**src/rtl/program_loader.sv**
```systemverilog
// Program-memory loader: assembles a nibble-serial boot stream (LEN, data, CSUM) into
// sequential program-memory writes and holds the core in reset until a clean load completes.
module program_loader #(
    parameter int ADDR_W  = 8,
    parameter int DATA_W  = 8,
    parameter int TIMEOUT = 1023
) (
    input  logic              i_clk,
    input  logic              i_reset,
    input  logic              i_start,
    input  logic [3:0]        i_nib_in,
    input  logic              i_nib_valid,
    output logic              o_nib_ready,
    output logic [ADDR_W-1:0] o_pm_wr_addr,
    output logic [DATA_W-1:0] o_pm_wr_data,
    output logic              o_pm_wren,
    output logic              o_cpu_hold,
    output logic              o_busy,
    output logic              o_load_done,
    output logic [1:0]        o_error_code
);

    localparam logic [3:0] S_IDLE  = 4'd0;
    localparam logic [3:0] S_LEN_H = 4'd1;
    localparam logic [3:0] S_LEN_L = 4'd2;
    localparam logic [3:0] S_DAT_H = 4'd3;
    localparam logic [3:0] S_DAT_L = 4'd4;
    localparam logic [3:0] S_WRITE = 4'd5;
    localparam logic [3:0] S_CSM_H = 4'd6;
    localparam logic [3:0] S_CSM_L = 4'd7;
    localparam logic [3:0] S_DONE  = 4'd8;
    localparam logic [3:0] S_ERROR = 4'd9;

    localparam int TW = $clog2(TIMEOUT + 1);
    localparam logic [ADDR_W:0] CNT_FULL = {1'b1, {ADDR_W{1'b0}}};
    localparam logic [TW-1:0] TMO_LAST = TW'(TIMEOUT - 1);

    logic [3:0]        r_state;
    logic              r_sync_reset;
    logic [3:0]        r_hi;
    logic [ADDR_W:0]   r_count;
    logic [7:0]        r_sum;
    logic [ADDR_W-1:0] r_addr;
    logic [DATA_W-1:0] r_data;
    logic [TW-1:0]     r_timer;
    logic              r_load_done;
    logic [1:0]        r_err;

    logic              w_xfer;
    logic [7:0]        w_byte;
    logic              w_idle_like;

    assign w_byte      = {r_hi, i_nib_in};
    assign w_idle_like = (r_state == S_IDLE) || (r_state == S_DONE) || (r_state == S_ERROR);
    assign o_nib_ready = (r_state == S_LEN_H) || (r_state == S_LEN_L) ||
                         (r_state == S_DAT_H) || (r_state == S_DAT_L) ||
                         (r_state == S_CSM_H) || (r_state == S_CSM_L);
    assign w_xfer      = i_nib_valid & o_nib_ready;

    // Write strobe is suppressed as soon as reset is seen, before the sync stage lands.
    assign o_pm_wren    = (r_state == S_WRITE) & ~i_reset & ~r_sync_reset;
    assign o_busy       = ~w_idle_like;
    assign o_cpu_hold   = (r_state != S_DONE);
    assign o_load_done  = r_load_done;
    assign o_error_code = r_err;
    assign o_pm_wr_addr = r_addr;
    assign o_pm_wr_data = r_data;

    always_ff @(posedge i_clk) begin
        r_sync_reset <= i_reset;
    end

    always_ff @(posedge i_clk) begin
        if (r_sync_reset) begin
            r_state     <= S_IDLE;
            r_hi        <= '0;
            r_count     <= '0;
            r_sum       <= '0;
            r_addr      <= '0;
            r_data      <= '0;
            r_timer     <= '0;
            r_load_done <= 1'b0;
            r_err       <= 2'b00;
        end else begin
            case (r_state)
                S_IDLE, S_DONE, S_ERROR: begin
                    if (i_start) begin
                        r_state     <= S_LEN_H;
                        r_sum       <= '0;
                        r_addr      <= '0;
                        r_timer     <= '0;
                        r_err       <= 2'b00;
                        r_load_done <= 1'b0;
                    end
                end
                S_LEN_H, S_DAT_H, S_CSM_H: begin
                    if (w_xfer) begin
                        r_hi    <= i_nib_in;
                        r_state <= r_state + 4'd1;
                    end
                end
                S_LEN_L: begin
                    if (w_xfer) begin
                        r_count <= (w_byte == 8'd0) ? CNT_FULL : (ADDR_W + 1)'(w_byte);
                        r_state <= S_DAT_H;
                    end
                end
                S_DAT_L: begin
                    if (w_xfer) begin
                        r_data  <= DATA_W'(w_byte);
                        r_sum   <= r_sum + w_byte;
                        r_state <= S_WRITE;
                    end
                end
                S_WRITE: begin
                    r_addr  <= r_addr + 1'b1;
                    r_count <= r_count - 1'b1;
                    r_state <= (r_count == (ADDR_W + 1)'(1)) ? S_CSM_H : S_DAT_H;
                end
                S_CSM_L: begin
                    if (w_xfer) begin
                        if (w_byte == r_sum) begin
                            r_state     <= S_DONE;
                            r_load_done <= 1'b1;
                        end else begin
                            r_state <= S_ERROR;
                            r_err   <= 2'b01;
                        end
                    end
                end
                default: r_state <= S_IDLE;
            endcase

            // Timeout overrides any state change decided above.
            if (o_nib_ready) begin
                if (w_xfer) begin
                    r_timer <= '0;
                end else if (r_timer == TMO_LAST) begin
                    r_timer <= '0;
                    r_state <= S_ERROR;
                    r_err   <= 2'b10;
                end else begin
                    r_timer <= r_timer + 1'b1;
                end
            end
        end
    end

endmodule

```
**config.mk**
```make
export PLATFORM = sky130hd
export DESIGN_NAME = program_loader
export DESIGN_NICKNAME = d
export VERILOG_FILES = /design/src/rtl/program_loader.sv
export SDC_FILE = /design/constraint.sdc
export NUM_CORES = 1
export LEC_CHECK = 0
export CAP_MARGIN = 30
export CORE_ASPECT_RATIO = 1.2
export CORE_UTILIZATION = 52
export CTS_CLUSTER_DIAMETER = 50
export DETAILED_ROUTE_END_ITERATION = 10
export HOLD_SLACK_MARGIN = 0.06
export PLACE_DENSITY = 0.76
export SLEW_MARGIN = 40
export SYNTH_ARGS = -nofsm -noshare
export SYNTH_HDL_FRONTEND = slang
export SYNTH_SLANG_ARGS = --single-unit
```
**constraint.sdc**
```tcl
create_clock -name i_clk -period 2.05 [get_ports i_clk]
set_input_delay 0.205 -clock i_clk [delete_from_list [all_inputs] [get_ports i_clk]]
set_output_delay 0.205 -clock i_clk [all_outputs]
set_load 0.02 [all_outputs]
```
Word level (Yosys, flattened, before mapping). Index checks and enable logic that the tools add are counted.

Word-level logic and storage cells: 97. Flip-flop bits (word level): 55.

Multiplexer cells: 34. $add $sub $neg: 5. Bitwise operators: 6. Eq/ne operators: 18. Reduce and logical (&&, ||, !) cells: 24.

Operators with widths (count): $mux W10 (5); $mux W4 (8); $pmux W8 S2 (2); $pmux W4 S6 (1); $mux W9 (2); $pmux W9 S2 (1); $eq A4 B3 Y1 const B (4); $mux W8 (2); $mux W2 (6); $reduce_bool A2 Y1 (6); $add A10 B1 Y10 const B (1); $eq A10 B10 Y1 const B (1); $reduce_and A2 Y1 (5); $eq A9 B1 Y1 const B (1); $sub A9 B1 Y9 const B (1); $add A8 B1 Y8 const B (1); $add A8 B8 Y8 (1); $eq A4 B2 Y1 const B (2); $eq A4 B4 Y1 const B (2); $eq A8 B8 Y1 (1); $logic_not A8 Y1 (1); $ne A2 B2 Y1 const B (4); $logic_or A1 B1 Y1 (7); $reduce_or A3 Y1 (2); 13 further kinds (20).

Logic depth before layout (Yosys ltp). Gate-level depths: netlist of run 1.

Depth in word-level cells: 12. Depth in mapped cells: 10. Mapped depth without buffers: 9.

Least setup slack after synthesis of run 1. OpenSTA, ideal clock, no wires.

Path type: register to register. From: register r_state[0]. To: register r_state[0]. Library setup time: 138 ps. Path slack: -143 ps. Required time: 1912 ps. Stages on the path, launching flop included: 11. Arrival time: 2055 ps. Cell sequence: dfxtp_1 -> inv_1 -> ha_1 -> buf_6 -> mux2i_2 -> a21oi_2 -> nand2_1 -> ha_1 -> nor4b_1 -> nor4_1 -> a41oi_1.

Longest elaborated chain between the ends: 12. Elaborated cells between the ends (all ways): 28. Classes of those cells: add/sub: 1; eq/ne: 9; mux: 9; bitwise: 1; reduce/logical: 8.

Ends and longest elaborated chain: start, declared (RTL line 38) `logic [3:0] r_state;`; start signal, assigned (RTL line 99) `r_state <= r_state + 4'd1;`; start signal, assigned (RTL line 118) `r_state <= (r_count == (ADDR_W + 1)'(1)) ? S_CSM_H : S_DAT_H;`; $eq A4 B1 Y1 or $eq A4 B2 Y1 (tied branches) (RTL line 55) `assign o_nib_ready = (r_state == S_LEN_H) || (r_state == S_LEN_L) ||`; $logic_or A1 B1 Y1 (2 in a row) (RTL line 55); $logic_or A1 B1 Y1 (2 in a row) (RTL line 56) `(r_state == S_DAT_H) || (r_state == S_DAT_L) ||`; $logic_or A1 B1 Y1 (*) (RTL line 57) `(r_state == S_CSM_H) || (r_state == S_CSM_L);`; net o_nib_ready (RTL line 13) `output logic o_nib_ready,`; $and A1 B1 Y1 (RTL line 58) `assign w_xfer = i_nib_valid & o_nib_ready;`; $mux W4, on equally long branches; $pmux W4 S6 (RTL line 85) `case (r_state)`; $mux W4 (RTL line 138) `end else if (r_timer == TMO_LAST) begin`; $mux W4 (RTL line 136) `if (w_xfer) begin`; $mux W4 (*) (RTL line 135) `if (o_nib_ready) begin`.

Mark *: on every way through the listed nets, which the timed path passes. The rest lies on a longest branch. A chain may end at the register's enable or synchronous reset.

Final worst setup path of run 1.
From: register r_state[1]. To: output port o_nib_ready.

Longest elaborated chain between the ends: 6. Elaborated cells between the ends (all ways): 11. Classes of those cells: eq/ne: 6; reduce/logical: 5.

Ends and longest elaborated chain (RTL line): $eq A4 B1 Y1 or $eq A4 B2 Y1 (tied branches) (55); $logic_or A1 B1 Y1 (2 in a row) (55); $logic_or A1 B1 Y1 (2 in a row) (56); $logic_or A1 B1 Y1 (*) (57); end, declared (13).

Every way passes the cells marked *; elsewhere a longest branch is shown, timed or not.

==> results of run 1 <==
power groups by stage:
stage / clock network [mW] / registers (mW) / logic, mW
floorplan: 0 / 1.12 / 0.259
global placement: 0 / 1.13 / 0.412
detailed placement: 0 / 1.13 / 0.421
CTS: 0.777 / 1.10 / 0.418
global route: 0.827 / 1.11 / 0.453
finish: 0.750 / 1.10 / 0.422
flip-flops by register name (all words and copies together) (netlist names):
register / cells
r_count: 9
r_sum: 8
o_load_done: 1
o_pm_wr_addr: 8
r_sync_reset: 1
o_pm_wr_data: 8
r_hi: 4
r_timer: 10
r_state: 4
o_error_code: 2
metrics by stage:
stage / hold slack, ns / instance area [sq um] / setup slack, ns / utilization [%] / std cells
after floorplan: 0.2327 / 3307 / 0.007910 / - / 386
after global placement: 0.4435 / 3891 / -0.06172 / 64.31 / 513
after detailed placement: 0.4471 / 3891 / -0.09191 / 64.31 / 513
after CTS: 0.3862 / 4006 / 0.01475 / 66.21 / 521
after global routing: 0.3960 / 4019 / 0.003702 / 66.42 / 521
final: 0.4162 / 4019 / 0.08961 / 66.42 / 521
metal layers:
metal  vias up  global-route usage (%)  wire length, microns
met5         -                       0                     0
met1      1489                   33.33                  3549
li1       1545                       -                     -
met4         0                   8.919                   169
met2        89                   44.80                  3968
met3        17                   3.833                   321
worst max-delay path, delay by kind of cell (launching register included):
| family | cells | cell delay (ns) |
|---|---|---|
| muxes | 1 | 0.22 |
| buffers and inverters | 3 | 0.54 |
| AOI/OAI and AO/OA | 1 | 0.08 |
| adders and majority gates | 1 | 0.23 |
| DFF | 1 | 0.36 |
logic make-up after synthesis:
group                      share of synthesized area (%)
and+or+nand+nor                                    27.48
AOI/OAI and AO/OA                                  22.54
DFF                                                33.50
buffers and inverters                              5.710
adders and majority gates                          7.080
muxes                                              2.626
xor gates and xnor gates                           1.066
cell usage in the layout, fill, tap and decap left out, types with 2 or more instances in the layout:
cell type	count
dfxtp_1	53
buf_4	39
nand2_1	37
a21oi_1	29
nor2_1	27
clkdlybuf4s50_1	26
nand3_1	21
ha_1	16
inv_1	13
a31oi_1	11
nand3b_1	9
o21ai_0	9
or3_1	8
o211ai_1	8
nor3_1	7
nor4_1	7
clkbuf_8	6
and3_1	5
o22ai_1	5
a211oi_1	5
nand4b_1	5
a211o_1	5
mux2i_1	5
a21o_1	4
nand2b_1	4
nand4_1	4
nor2b_1	3
xnor2_1	3
nor3_2	2
mux2_2	2
and4b_1	2
and4_1	2
a31oi_2	2
a22oi_1	2
o21a_1	2
nor3b_1	2
nor4b_1	2
dlygate4sd2_1	2
cell type report:
cell class	instances	area (sq um)
Tap cell	82	102.6
Clock buffer	6	82.58
Fill cell	549	2032
Timing Repair Buffer	71	618.1
Clock inverter	2	35.03
Multi-Input combinational cell	292	2026
Inverter	13	48.80
Sequential cell	55	1106
worst min path at each step:
stage	to	slack [ns]	depth (start not counted)
5_1_grt	r_sync_reset	0.40	1
6_report	r_sync_reset	0.42	1
3_5_place_dp	o_pm_wr_data[3]	0.45	2
4_1_cts	r_sync_reset	0.39	1
3_3_place_gp	o_pm_wr_data[4]	0.44	2
2_1_floorplan	r_sync_reset	0.23	0
timing repair:
item	in CTS	in global routing
endpoints found under the setup margin	4	15
pin swaps	0	1
gates resized for setup	7	8
==> impl_metrics.ini, run 1 <==
[status]
status = completed

[power_and_ir_drop]
power_leakage_nw = 1.481
powerDensity_nw_per_um2 = 566.4
combinationalPowerShare_pct = 18.5
p_clk_share_pct = 32.9
power.total_mw = 2.276
switching_power_mw = 0.6085
ir_drop_v = 0.0003497
p_sw_share_pct = 26.73
p_int_mw = 1.668
p_seq_share_pct = 48.5

[grt]
grt_use_total_pct = 26.15
grt_max_degree = 24
grt_pass1_vias = 2880
grt_pass1_wl_microns = 13450
grt_overflow_total = 0
antenna_found_initial = 0

[timing]
skew_ns = 0.008423
fin_crit_sh_pct = 95.63
max_freq_mhz = 510.1
fin_crit_ns = 1.960
worst_slew_pin_slew_ns = 0.5264
rsz0062_at_grt = false
setup_tns_ns = 0
max-slew-margin-rel_pct = 64.86
setup_viol = 0
finalHoldViolations = 0
drv_slew = 0

[cts]
htreeDepth = 2
path_clk_slew_ns = 0.10
clkLatencyLatePin_ns = 0.31
cts_sinks = 55
cts_tree = built
ctsHoldBuffers = 0
cts-root-buf = clkbuf_8
cts_setup_buffers = 0
cts_max_path_buffers = 2
numCtsBuffers = 5

[floorplanning]
die_x_microns = 74.58
rows = 31
coreArea_sq_um = 6051
io_pins = 31
dieArea_sq_um = 6644
die_y_microns = 89.09
start_util_pct = 54.32

[setup_path]
critPathLaunch = r_state[1]
critPathLaunchType = flop
path_cells = inv_1 > ha_1 > mux2i_4 > a21oi_4 > buf_4 > dlygate4sd2_1
timing.rr.end = r_count[0]
timing.rr.start = r_state[1]
critical_path.max_fanout = 4
reg2reg_slack_ns = 0.11
max_stage_delay_ns = 0.36
endpoint = o_nib_ready
crit_type = reg2out
worstPathArrival_ns = 1.76
crit_path_end_kind = primary output
required_ns = 1.85
slowest_stage = dfxtp_2
worst_r2r_path_depth = 7

[hold_path]
hold_class = in2reg
hold_path_startpoint = i_reset

[logic_synthesis]
synth-main-ff-cell = dfxtp_1
syn-num-nets = 412
ys_top_cells_by_count = 55 x dfxtp_1, 37 x nand2_1, 29 x a21oi_1
ys_async_sr_fraction_pct = 0
syn_inst = 386
yosysWarnings = 0
synth_edf_count = 0
synth_top_area_share_pct = 33.50
ys_seq_area_share_pct = 33.50
syn_area_per_cell_sq_um = 8.515
ys_ff_latch = 55
yosysTopAreaCell = dfxtp_1
synth_most_common_cell = dfxtp_1
synth_area_leaders = dfxtp_1 33%, ha_1 6.5%, a21oi_1 4.4%
synth.distinct_cells = 72
netlist_area_sq_um = 3287

[routing]
firstDrtPassIters = 5
wire_per_inst_microns = 15.37
wl_microns = 8008
dr.first_iter.drc_count = 193
via_count = 3140
antenna_left = 0
viasPerCell = 6.027
drc_errors = 0

[layout]
layout-drive-gt1-share_pct = 17.08
synthToLayoutAreaGrowth_pct = 22.27
nets = 464
antenna_cells = 0

[job]
maxCapViolations = 0

[place]
hpwl_microns = 5918
port_buffers = 30
gp_routability_congestion = 0.9868
Note: power is estimated with default switching activity, not from simulation.
==> run 2: changes to the inputs <==
--- a/config.mk
+++ b/config.mk
@@ -9,6 +9,7 @@
 export CORE_ASPECT_RATIO = 1.2
 export CORE_UTILIZATION = 52
 export CTS_CLUSTER_DIAMETER = 50
+export CTS_CLUSTER_SIZE = 20
 export DETAILED_ROUTE_END_ITERATION = 10
 export HOLD_SLACK_MARGIN = 0.06
 export PLACE_DENSITY = 0.76
==> results of run 2 <==
The final DEF is identical to that of run 1; final timing and power are the same.
==> run 3: changes to the inputs <==
--- a/config.mk
+++ b/config.mk
@@ -8,7 +8,7 @@
 export CAP_MARGIN = 30
 export CORE_ASPECT_RATIO = 1.2
 export CORE_UTILIZATION = 52
-export CTS_CLUSTER_DIAMETER = 50
+export CTS_CLUSTER_DIAMETER = 100
 export CTS_CLUSTER_SIZE = 20
 export DETAILED_ROUTE_END_ITERATION = 10
 export HOLD_SLACK_MARGIN = 0.06
==> results of run 3 <==
The final DEF is identical to that of run 1; final timing and power are the same.
